--- config.mk ---
export PLATFORM = sky130hd
export DESIGN_NAME = instruction_prefetch_buffer_flat
export DESIGN_NICKNAME = d
export VERILOG_FILES = /design/src/rtl/instruction_prefetch_buffer_if.sv /design/src/rtl/instruction_prefetch_buffer.sv /design/src/flat_wrapper.sv
export SDC_FILE = /design/constraint.sdc
export NUM_CORES = 1
export LEC_CHECK = 0
export BUFFER_PORTS_ARGS = -buffer_cell sky130_fd_sc_hd__buf_2
export CORE_MARGIN = 2
export CORE_UTILIZATION = 56
export DETAILED_ROUTE_END_ITERATION = 8
export GPL_ROUTABILITY_DRIVEN = 0
export GPL_TIMING_DRIVEN = 0
export PLACE_DENSITY = 0.79
export SYNTH_ARGS = -nofsm -noshare
export SYNTH_HDL_FRONTEND = slang
export SYNTH_SLANG_ARGS = --single-unit
--- constraint.sdc ---
create_clock -name CLK -period 3.6 [get_ports CLK]
set_clock_uncertainty 0.05 [all_clocks]
set_input_delay 0.36 -clock CLK [delete_from_list [all_inputs] [get_ports CLK]]
set_output_delay 0.36 -clock CLK [all_outputs]
set_load 0.05 [all_outputs]
--- src/rtl/instruction_prefetch_buffer_if.sv ---
// Fetch-side and decode-side signals of the instruction prefetch buffer.
// The slave modport is the buffer's view; master is the view of whatever drives it.
interface instruction_prefetch_buffer_if #(
  parameter int unsigned DEPTH  = 4,
  parameter int unsigned WORD_W = 32
);
  localparam int unsigned CNT_W = $clog2(DEPTH + 1);

  logic              iREN;
  logic [WORD_W-1:0] iaddr;
  logic              ihit;
  logic [WORD_W-1:0] iload;
  logic              redirect_en;
  logic [WORD_W-1:0] redirect_pc;
  logic              halt;
  logic              out_ready;
  logic              out_valid;
  logic [WORD_W-1:0] out_instr;
  logic [WORD_W-1:0] out_pc;
  logic [WORD_W-1:0] out_pp4;
  logic [CNT_W-1:0]  count;

  modport slave (
    output iREN, iaddr, out_valid, out_instr, out_pc, out_pp4, count,
    input  ihit, iload, redirect_en, redirect_pc, halt, out_ready
  );

  modport master (
    input  iREN, iaddr, out_valid, out_instr, out_pc, out_pp4, count,
    output ihit, iload, redirect_en, redirect_pc, halt, out_ready
  );
endinterface

--- src/rtl/instruction_prefetch_buffer.sv ---
// Instruction prefetch FIFO: fetches sequential words from instruction memory
// into a DEPTH-entry queue of {pc, instr} and presents the head to decode.
module instruction_prefetch_buffer #(
  parameter int unsigned       DEPTH    = 4,
  parameter int unsigned       WORD_W   = 32,
  parameter logic [WORD_W-1:0] RESET_PC = '0
) (
  input  logic                               CLK,
  input  logic                               RST,
  instruction_prefetch_buffer_if.slave       bus
);
  localparam int unsigned PTR_W = (DEPTH > 1) ? $clog2(DEPTH) : 1;
  localparam int unsigned CNT_W = $clog2(DEPTH + 1);

  localparam logic [0:0] RUN    = 1'b0;
  localparam logic [0:0] HALTED = 1'b1;

  logic [0:0]        state;
  logic [WORD_W-1:0] fetch_pc;
  logic [PTR_W-1:0]  head;
  logic [PTR_W-1:0]  tail;
  logic [CNT_W-1:0]  count;

  logic [WORD_W-1:0] pc_mem    [DEPTH];
  logic [WORD_W-1:0] instr_mem [DEPTH];

  logic fetch_en;
  logic push;
  logic pop;
  logic head_valid;

  always_comb begin
    fetch_en   = (state == RUN) && (count < CNT_W'(DEPTH)) && !bus.redirect_en && !RST;
    push       = fetch_en && bus.ihit;
    head_valid = (count != '0) && !RST;
    // A redirect flushes the queue, so a same-cycle pop must not move the head.
    pop        = head_valid && bus.out_ready && !bus.redirect_en;

    bus.iREN      = fetch_en;
    bus.iaddr     = fetch_pc;
    bus.out_valid = head_valid;
    bus.out_instr = instr_mem[head];
    bus.out_pc    = pc_mem[head];
    bus.out_pp4   = pc_mem[head] + WORD_W'(4);
    bus.count     = count;
  end

  always_ff @(posedge CLK) begin
    if (RST) begin
      state    <= RUN;
      fetch_pc <= RESET_PC;
      head     <= '0;
      tail     <= '0;
      count    <= '0;
    end else if (bus.redirect_en) begin
      state    <= RUN;
      fetch_pc <= bus.redirect_pc;
      head     <= '0;
      tail     <= '0;
      count    <= '0;
    end else begin
      if (bus.halt)
        state <= HALTED;
      if (push) begin
        fetch_pc <= fetch_pc + WORD_W'(4);
        tail     <= tail + PTR_W'(1);
      end
      if (pop)
        head <= head + PTR_W'(1);
      case ({push, pop})
        2'b10:   count <= count + CNT_W'(1);
        2'b01:   count <= count - CNT_W'(1);
        default: count <= count;
      endcase
    end
  end

  // Storage carries no reset; occupancy alone decides what is valid.
  always_ff @(posedge CLK) begin
    if (push) begin
      pc_mem[tail]    <= fetch_pc;
      instr_mem[tail] <= bus.iload;
    end
  end

endmodule

--- src/flat_wrapper.sv ---
// flat-port wrapper written by rule: the top's interface ports become plain ports
module instruction_prefetch_buffer_flat 
#(
  parameter int unsigned       DEPTH    = 4,
  parameter int unsigned       WORD_W   = 32,
  parameter logic [WORD_W-1:0] RESET_PC = '0
)
  (CLK, RST, bus_iREN, bus_iaddr, bus_out_valid, bus_out_instr, bus_out_pc, bus_out_pp4, bus_count, bus_ihit, bus_iload, bus_redirect_en, bus_redirect_pc, bus_halt, bus_out_ready);
  instruction_prefetch_buffer_if #(.DEPTH(DEPTH), .WORD_W(WORD_W)) bus_i ();
  input  logic CLK;
  input  logic RST;
  output wire logic [$bits(bus_i.iREN)-1:0] bus_iREN;
  output wire logic [$bits(bus_i.iaddr)-1:0] bus_iaddr;
  output wire logic [$bits(bus_i.out_valid)-1:0] bus_out_valid;
  output wire logic [$bits(bus_i.out_instr)-1:0] bus_out_instr;
  output wire logic [$bits(bus_i.out_pc)-1:0] bus_out_pc;
  output wire logic [$bits(bus_i.out_pp4)-1:0] bus_out_pp4;
  output wire logic [$bits(bus_i.count)-1:0] bus_count;
  input wire logic [$bits(bus_i.ihit)-1:0] bus_ihit;
  input wire logic [$bits(bus_i.iload)-1:0] bus_iload;
  input wire logic [$bits(bus_i.redirect_en)-1:0] bus_redirect_en;
  input wire logic [$bits(bus_i.redirect_pc)-1:0] bus_redirect_pc;
  input wire logic [$bits(bus_i.halt)-1:0] bus_halt;
  input wire logic [$bits(bus_i.out_ready)-1:0] bus_out_ready;
  assign bus_iREN = bus_i.iREN;
  assign bus_iaddr = bus_i.iaddr;
  assign bus_out_valid = bus_i.out_valid;
  assign bus_out_instr = bus_i.out_instr;
  assign bus_out_pc = bus_i.out_pc;
  assign bus_out_pp4 = bus_i.out_pp4;
  assign bus_count = bus_i.count;
  assign bus_i.ihit = bus_ihit;
  assign bus_i.iload = bus_iload;
  assign bus_i.redirect_en = bus_redirect_en;
  assign bus_i.redirect_pc = bus_redirect_pc;
  assign bus_i.halt = bus_halt;
  assign bus_i.out_ready = bus_out_ready;
  instruction_prefetch_buffer #(.DEPTH(DEPTH), .WORD_W(WORD_W), .RESET_PC(RESET_PC)) u_core (.CLK(CLK), .RST(RST), .bus(bus_i));
endmodule
==> impl_metrics.yaml <==
status:
  status: "finished clean"
synthesis:
  avgSynthCellArea_um2: 17.1
  synthArstFlopShare_pct: 0
  synth.ff_latch_count: 298
  synth_edf_count: 256
  synthTopCellsByCount: "edfxtp_1 (256), mux4_2 (64), nand2_1 (43), dfxtp_1 (42), nor2_1 (41)"
  synth_most_common_cell: "edfxtp_1"
  synthCells: 711
  syn_nets: 789
  synth_area_leaders: "edfxtp_1 (63%), mux4_2 (12%), dfxtp_1 (6.9%)"
  synth_flop_cell: "edfxtp_1"
  syn-cell-area_um2: 12200
  synth_seq_area_share_pct: 70.1
  yosys.area.top_type: "edfxtp_1"
  synth.top_cell.area_share_pct: 63.2
  synth_warnings: 0
  synth_cell_types: 56
clock_network:
  clkLatencyLatePin_ns: 0.55
  cts_buffers: 30
  cts_buffer_depth: 3
  clk_pin_slew_ns: 0.06
  clock_sinks: 298
  htreeDepth: 1
  root_buffer: "clkbuf_16"
  cts_tree: "done"
worst_hold_path:
  min_path_type: "in -> reg"
  hold_path_depth: 3
  min_from: "bus_redirect_pc[10]"
  hold_end: "u_core.bus.iaddr[10]$_SDFFE_PP0N_"
final_layout:
  areaGrowthSynthToFinish_pct: 24.7
  layout.cells.non_filler: 1287
  num_antenna_cells: 0
  fin_util_pct: 71.7
  layout-drive-gt1-share_pct: 35.9
  stdcell_area_um2: 15200
  final_nets: 1066
grt:
  grt_pass1_wl_mm: 41.5
  grt_max_degree: 49
  grt_pass1_vias: 7518
  grtUsageTotal_pct: 24.0
  grt_overflow: 0
  antenna_found_initial: 0
timing:
  whs_ns: 0.0237
  final-setup-viol-count: 0
  tightest_slew_ns: 0.798
  relSlewSlack_pct: 46.8
  finalCriticalPeriod_ns: 3.42
  period_share_pct: 95.0
  slew_violations: 0
  setup_ws_ns: 0.179
  final_hold_viol_count: 0
  max_freq_mhz: 292
  tns_ns: 0
critical_path:
  slowest_stage: "clkbuf_4"
  crit_type: "reg -> out"
  r2r-end: "u_core.bus.count[2]$_SDFFE_PP0P_"
  crit_required_ns: 3.19
  cp.arrival_ns: 3.01
  r2r-start: "u_core.bus.count[2]$_SDFFE_PP0P_"
  start_kind: "flip-flop"
  r2r_setup_slack_ns: 0.61
  critical_path.top_delay_family: "buffers and inverters"
  path_cells: "buf_2 > clkbuf_4 > mux4_2 > nand4_2 > nor4_4 > buf_4 > nand4_1 > xnor2_1 > buf_2"
  cpPeakStageDelay_ns: 0.31
  crit_buf_inv: 4
  cp_max_fo: 10
  endpoint_kind: "output pin"
  r2r_cells: 11
  cpMostUsedCell: "buf_2"
flow_run:
  drv_cap: 0
power:
  power_density_nw_per_um2: 508
  finalPower_mw: 7.71
  p_leak_nw: 5.35
  peakVddDrop_mv: 0.327
placed_design:
  postPlaceCellArea_um2: 13700
  hpwlAfterDp_mm: 17.7
  dp_cells: 1192
  place_ws_ns: 0.552
  io_buffer_count: 202
routing:
  avgRoutedWirePerCell_um: 21.2
  vias: 7525
  drt_iter0_drc: 757
  dr.pass1.iters: 6
  route.detailed.drc: 0
  routed_via_density: 5.85
  wirelength_mm: 27.3
  ant_nets: 0
floorplanning:
  die_h_um: 151
  io_pins: 203
  core-area_um2: 21200
  start_util_pct: 57.5
  dieArea_um2: 22900
  die_w_um: 151
  rows: 53
## final cells by class
class / count / area [um2]
Buffer: 32 / 183
Clock buffer: 38 / 885
Clock inverter: 18 / 213
Fill cell: 1329 / 5990
Inverter: 14 / 52.6
Multi-Input combinational cell: 367 / 3440
Sequential cell: 298 / 8530
Tap cell: 275 / 344
Timing Repair Buffer: 245 / 1520
## per-layer routing
| layer | global-route usage [%] | vias up | wire, um |
|---|---|---|---|
| li1 | - | 3414 | - |
| met1 | 32.9 | 3672 | 10900 |
| met2 | 39.7 | 387 | 13200 |
| met3 | 4.31 | 52 | 2600 |
| met4 | 7.10 | 0 | 616 |
| met5 | 0 | - | 0 |
## how the worst max path moves through the flow
stage                                           startpoint                                to  slack (ns)  cells after the start
final                                            flip-flop                   bus_out_pp4[29]        0.18                      9
after detailed placement                   bus_redirect_en  u_core.bus.count[2]$_SDFFE_PP0P_        0.55                     12
after global placement                     bus_redirect_en  u_core.instr_mem[1][2]$_DFFE_PP_       -0.52                      3
after global routing                             flip-flop                   bus_out_pp4[29]     -0.0009                      9
after floorplan           u_core.bus.count[2]$_SDFFE_PP0P_  u_core.instr_mem[1][0]$_DFFE_PP_        0.07                      2
after CTS                                        flip-flop                   bus_out_pp4[31]       0.001                      8
## repair_timing
action | CTS | global route
pin swaps | 1 | 2
setup buffers | 0 | 2
endpoints found under the setup margin | 1 | 12
hold endpoints to repair | 131 | 0
resized for setup | 1 | 3
hold buffers | 37 | 0
## report_power, final
part	leakage (nW)	internal, mW	switching [mW]
Sequential	2.69	3.80	0.0700
Combinational	2.13	0.157	0.357
Clock	0.526	2.03	1.29
Total	5.35	5.99	1.72
## cell usage in the layout (no fill, tap or decap), drive strengths merged, types with 4 or more instances in the layout
cell type	synthesis	routed
and2	4	4
ha	7	7
mux4	64	64
inv	13	13
nor4	10	10
and4	4	4
a31oi	9	9
dlygate4sd3	0	37
edfxtp	256	256
clkinv	1	9
clkbuf	14	53
o21ai	11	11
a211oi	4	4
nand2	43	43
dfxtp	42	42
xnor2	28	28
nor2	41	41
nand3	23	23
nor3	12	12
and3	19	19
nand4	20	20
a21oi	13	13
bufinv	0	4
buf	18	225
xor2	10	10
clkinvlp	0	6
## flip-flops by register name (all words and copies together) (netlist names), named ones only
register	cells
u_core.pc_mem	128
u_core.tail	2
u_core.bus.iaddr	32
u_core.bus.count	3
u_core.head	2
u_core.state	1
u_core.instr_mem	128
## cell families after synthesis
logic type	count (synthesis)	synth area share, %
muxes	70	12.4
adders and majority gates	8	0.884
and+or+nand+nor	187	8.42
DFF	298	70.1
AOI/OAI and AO/OA	64	3.57
xor gates and xnor gates	38	2.74
buffers and inverters	46	1.91
## tightest hold or removal path, stage by stage
cell and delay (ns):
buf_2 0.09, nand2_1 0.05, a21oi_1 0.06
Note: power is estimated with default switching activity, not from simulation.
